File: src/rtl/mem_responder.sv
// Fixed-latency word memory responder for the multicycle datapath's shared instruction/data port.
// Serves one request at a time and holds the captured request, so requester inputs are free once accepted.
module mem_responder #(
  parameter int DEPTH   = 64,
  parameter int LATENCY = 2
) (
  input  logic        clk_i,
  input  logic        reset_i,
  input  logic        req_i,
  input  logic        we_i,
  input  logic [31:0] addr_i,
  input  logic [31:0] wdata_i,
  output logic [31:0] rdata_o,
  output logic        ready_o,
  output logic        err_o,
  output logic        busy_o
);

  localparam int IdxW = $clog2(DEPTH);

  typedef enum logic [1:0] {
    StIdle,
    StWait,
    StResp
  } state_e;

  state_e            state_q, state_d;
  logic [3:0]        cnt_q, cnt_d;
  logic              reqWe_q, reqWe_d;
  logic [IdxW+1:0]   reqAddr_q, reqAddr_d;
  logic [31:0]       reqWdata_q, reqWdata_d;
  logic [31:0]       rdata_q, rdata_d;
  logic              err_q, err_d;
  logic [31:0]       mem_q [DEPTH];

  logic              accessNow;
  logic              misaligned;
  logic [IdxW-1:0]   wordIdx;
  logic              unusedAddrHi;

  // Address bits above the word index are dropped, so accesses wrap modulo DEPTH*4.
  assign unusedAddrHi = ^addr_i[31:IdxW+2];
  assign wordIdx      = reqAddr_q[IdxW+1:2];
  assign misaligned   = (reqAddr_q[1:0] != 2'b00);
  assign accessNow    = (state_q == StWait) && (cnt_q == 4'd1);

  always_comb begin
    state_d    = state_q;
    cnt_d      = cnt_q;
    reqWe_d    = reqWe_q;
    reqAddr_d  = reqAddr_q;
    reqWdata_d = reqWdata_q;
    rdata_d    = rdata_q;
    err_d      = err_q;
    case (state_q)
      StIdle: begin
        if (req_i) begin
          reqWe_d    = we_i;
          reqAddr_d  = addr_i[IdxW+1:0];
          reqWdata_d = wdata_i;
          cnt_d      = 4'(LATENCY);
          err_d      = 1'b0;
          state_d    = StWait;
        end
      end
      StWait: begin
        cnt_d = cnt_q - 4'd1;
        if (cnt_q == 4'd1) begin
          state_d = StResp;
          err_d   = misaligned;
          if (!reqWe_q && !misaligned) begin
            rdata_d = mem_q[wordIdx];
          end
        end
      end
      StResp: begin
        state_d = StIdle;
        err_d   = 1'b0;
      end
      default: begin
        state_d = StIdle;
      end
    endcase
  end

  always_ff @(posedge clk_i) begin
    if (reset_i) begin
      state_q    <= StIdle;
      cnt_q      <= 4'd0;
      reqWe_q    <= 1'b0;
      reqAddr_q  <= '0;
      reqWdata_q <= 32'h0;
      rdata_q    <= 32'h0;
      err_q      <= 1'b0;
    end else begin
      state_q    <= state_d;
      cnt_q      <= cnt_d;
      reqWe_q    <= reqWe_d;
      reqAddr_q  <= reqAddr_d;
      reqWdata_q <= reqWdata_d;
      rdata_q    <= rdata_d;
      err_q      <= err_d;
    end
  end

  // Storage is deliberately not cleared by reset; reset only blocks a write that is in flight.
  always_ff @(posedge clk_i) begin
    if (!reset_i && accessNow && reqWe_q && !misaligned) begin
      mem_q[wordIdx] <= reqWdata_q;
    end
  end

  assign rdata_o = rdata_q;
  assign err_o   = err_q;
  assign ready_o = (state_q == StResp);
  assign busy_o  = (state_q != StIdle);

endmodule
File: config.mk
export PLATFORM = sky130hd
export DESIGN_NAME = mem_responder
export DESIGN_NICKNAME = d
export VERILOG_FILES = /design/src/rtl/mem_responder.sv
export SDC_FILE = /design/constraint.sdc
export NUM_CORES = 2
export LEC_CHECK = 0
export BUFFER_PORTS_ARGS = -buffer_cell sky130_fd_sc_hd__buf_2
export CORE_ASPECT_RATIO = 1.1
export CORE_MARGIN = 2
export CORE_UTILIZATION = 56
export CTS_BUF_LIST = sky130_fd_sc_hd__clkbuf_16
export DETAILED_ROUTE_END_ITERATION = 10
export HOLD_SLACK_MARGIN = 0.15
export PLACE_DENSITY = 0.81
export SLEW_MARGIN = 30
export SYNTH_ARGS = -nofsm -noshare
export SYNTH_HDL_FRONTEND = slang
export SYNTH_SLANG_ARGS = --single-unit
File: constraint.sdc
create_clock -name clk_i -period 3.28 [get_ports clk_i]
set_input_delay 0.492 -clock clk_i [delete_from_list [all_inputs] [get_ports clk_i]]
set_output_delay 0.492 -clock clk_i [all_outputs]
set_load 0.05 [all_outputs]
==> results_dict.tcl <==
set metrics [dict create \
    slew_viol_final 0 \
    grt_max_degree 66 \
    r2r-end "rdata_o[6]$_SDFFE_PP0P_" \
    antenna_found_initial 18 \
    pin_count 103 \
    hold_ws_ns 0.2069 \
    crit_type "reg -> reg" \
    post-route-util 0.6521 \
    r2r_start "reqAddr_q[2]$_SDFFE_PP0P_" \
    rows 146 \
    synth_warnings 0 \
    portBuffers 78 \
    grt_pass1_wl_mm 341.1 \
    worstHoldPathType "in -> reg" \
    h-tree-depth 4 \
    max-clock-path-buffers 3 \
    cap_violations 0 \
    syn-num-nets 4393 \
    core_area_um2 143800 \
    fp.dieH_um 402.8 \
    layout.nets 4777 \
    initial_core_util 0.5632 \
    first_pass_iters 8 \
    rrSetupSlack_ns 0.03 \
    drive_gt1_frac 0.2230 \
    synth_cell_types 59 \
    postSynthCellCount 4323 \
    cp-end-kind "flop" \
    grt-ovfl-total 0 \
    dp_hpwl_mm 142.2 \
    arrival_ns 3.95 \
    max_freq_ghz 0.3074 \
    vias_per_cell 7.088 \
    fin_crit_sh 0.9919 \
    cts_tree "done" \
    clk-insertion-delay-late_ns 0.84 \
    grt_usage 0.3258 \
    min_from "wdata_i[6]" \
    synth_seq_area_share 0.7793 \
    grt_pass1_vias 48110 \
    worst-path-max-fanout 19 \
    gp_congestion 0.9122 \
    syn_area_per_cell_um2 18.73 \
    startpoint_type "flop" \
    cts_buffers 190 \
    drc_errors 0 \
    fin_crit_ns 3.253 \
    async_flop_share 0 \
    reg2reg_depth 9 \
    wl_per_cell_um 35.58 \
    tns_ns 0 \
    hold_path_depth 3 \
    relSlewSlack 0.3021 \
    synth_seq_cells 2128 \
    dieArea_um2 147600 \
    clock_skew_ns 0.03917 \
    power.density_nw_per_um2 587.8 \
    clkTransAtPathRegs_ns 0.07 \
    worst_pin_slew_ns 1.047 \
    ys.flop_type "edfxtp_1" \
    cts_sinks 2128 \
    die_w_um 366.5 \
    final_antenna_net_count 0 \
    peakVddDrop_mv 0.6413 \
    synth.top_cell.area_share 0.7596 \
    synth_edf_count 2048 \
    setup_violations 0 \
    drtIter0Drc 8742 \
    leakage_nw 29.24 \
    root_buffer "clkbuf_16" \
    areaGrowthSynthToFinish_pct 15.78 \
    hold_end "reqWdata_q[6]$_SDFFE_PP0P_" \
    via_count 48150 \
    hold_viol_final 0 \
    status "completed" \
    routed_wl_mm 241.7 \
    rsz0062_at_grt "false" \
    yosysTopAreaCell "edfxtp_1" \
    worst_ep_required_time_ns 3.97 \
    syn_area_um2 80970 \
    ys_top_cells_by_area "edfxtp_1 76%, mux4_2 5.6%, mux2i_1 4.1%, a221oi_1 2.6%, dfxtp_1 2.0%" \
]
synth_stat cells, types with 20 or more instances:
| cell type | count |
|---|---|
| o22ai_1 | 91 |
| mux4_2 | 203 |
| a221oi_1 | 240 |
| nor2_1 | 219 |
| a21oi_1 | 110 |
| buf_4 | 28 |
| clkbuf_1 | 128 |
| buf_2 | 114 |
| o21ai_0 | 72 |
| a311oi_1 | 20 |
| nand2_1 | 182 |
| nand3_1 | 43 |
| nor3_1 | 22 |
| edfxtp_1 | 2048 |
| a22oi_1 | 150 |
| dfxtp_1 | 80 |
| mux2i_1 | 328 |
| mux2_2 | 64 |
how the worst max path moves through the flow:
| stage | start | endpoint | slack (ns) |
|---|---|---|---|
| floorplan | cnt_q[1]$_SDFFE_PP0P_ | mem_q[10][0]$_DFFE_PP_ | -0.35 |
| global placement | reqAddr_q[4]$_SDFFE_PP0P_ | rdata_o[0]$_SDFFE_PP0P_ | 0.35 |
| detailed placement | reqAddr_q[4]$_SDFFE_PP0P_ | rdata_o[0]$_SDFFE_PP0P_ | 0.29 |
| CTS | reqAddr_q[4]$_SDFFE_PP0P_ | rdata_o[0]$_SDFFE_PP0P_ | 0.13 |
| global route | reqAddr_q[4]$_SDFFE_PP0P_ | rdata_o[0]$_SDFFE_PP0P_ | 0.002 |
| finish | reqAddr_q[2]$_SDFFE_PP0P_ | rdata_o[6]$_SDFFE_PP0P_ | 0.03 |
area by class of cell:
class | count | area, µm²
antenna | 4 | 10.01
clock buffer | 196 | 4905
clock inverter | 155 | 1010
fill | 8715 | 50020
inverter | 7 | 30.03
multi-input combinational | 1899 | 17080
sequential | 2128 | 63200
tap | 1924 | 2407
timing repair buffer | 481 | 5102
kinds of logic (layout without fill, tap and decap cells):
family          after synthesis  count (layout)  synth area share
mux                         595             595            0.1059
compound gates              769             769           0.06915
xor+xnor                      1               1         0.0001082
simple gates                532             532           0.02820
fa+ha+maj                     2               2         0.0003090
buf+inv                     296             839           0.01697
other cells                   0               4                 0
flops                      2128            2128            0.7793
registers in the layout, indices dropped and copies added (netlist names):
register / count
reqWe_q: 1
cnt_q: 4
mem_q: 2048
reqAddr_q: 8
rdata_o: 32
state_q: 2
err_o: 1
reqWdata_q: 32
per-layer routing:
metal | vias to the layer above | part of all wire | GRT usage | wire length [µm]
li1 | 18550 | - | - | -
met1 | 23800 | 0.31 | 0.3989 | 74490
met2 | 4705 | 0.46 | 0.5055 | 111400
met3 | 1084 | 0.16 | 0.1082 | 38150
met4 | 22 | 0.073 | 0.1988 | 17550
met5 | - | 0.00064 | 0 | 154
power breakdown:
part,internal [mW],leakage [nW],switching (mW)
Combinational,1.20,7.51,2.16
Sequential,29.9,18.6,0.473
Clock,11.8,3.13,9.61
Total,42.9,29.2,12.2
placed cells by master, fill, tap and decap left out, drive strengths merged, types with 7 or more instances in the layout:
master / synthesis / routed
a311oi: 20 / 20
mux2: 64 / 64
clkbuf: 128 / 196
o22ai: 91 / 91
nand3: 43 / 43
o21a: 9 / 9
nand4: 13 / 13
mux4: 203 / 203
mux2i: 328 / 328
a31oi: 16 / 16
nor2b: 10 / 10
nor2: 221 / 221
buf: 161 / 441
dlygate4sd3: 0 / 40
clkinv: 2 / 78
a211oi: 7 / 7
nor3: 22 / 22
o21ai: 72 / 72
inv: 5 / 70
nand2: 182 / 182
bufinv: 0 / 13
a22oi: 150 / 150
and3: 11 / 11
a221oi: 241 / 241
dfxtp: 80 / 80
a21oi: 110 / 110
edfxtp: 2048 / 2048
a22o: 10 / 10
critical path, stage by stage (launching register included):
cell and delay (ns):
dfxtp_4 0.56, buf_12 0.31, buf_4 0.23, nand2_1 0.17, nor2_1 0.19, buf_4 0.34, a221oi_1 0.14, a21oi_1 0.57
nor3_1 0.17, a311oi_1 0.43
what timing repair did:
item | in CTS | in global routing
resized for setup | 0 | 0
hold buffers | 40 | 0
buffers inserted | 0 | 0
hold endpoints to repair | 40 | 0
metrics by stage:
step	worst slack (ns)	area, µm²	power (mW)	std cells
finish	0.02654	93750	55.11	6794
detailed placement	0.2908	87380	34.05	6398
floorplan	-0.3540	80970	32.49	4323
global route	0.001844	93740	56.08	6790
global placement	0.3544	87360	33.94	6398
CTS	0.1297	93690	54.93	6789
Note: power is estimated with default switching activity, not from simulation.
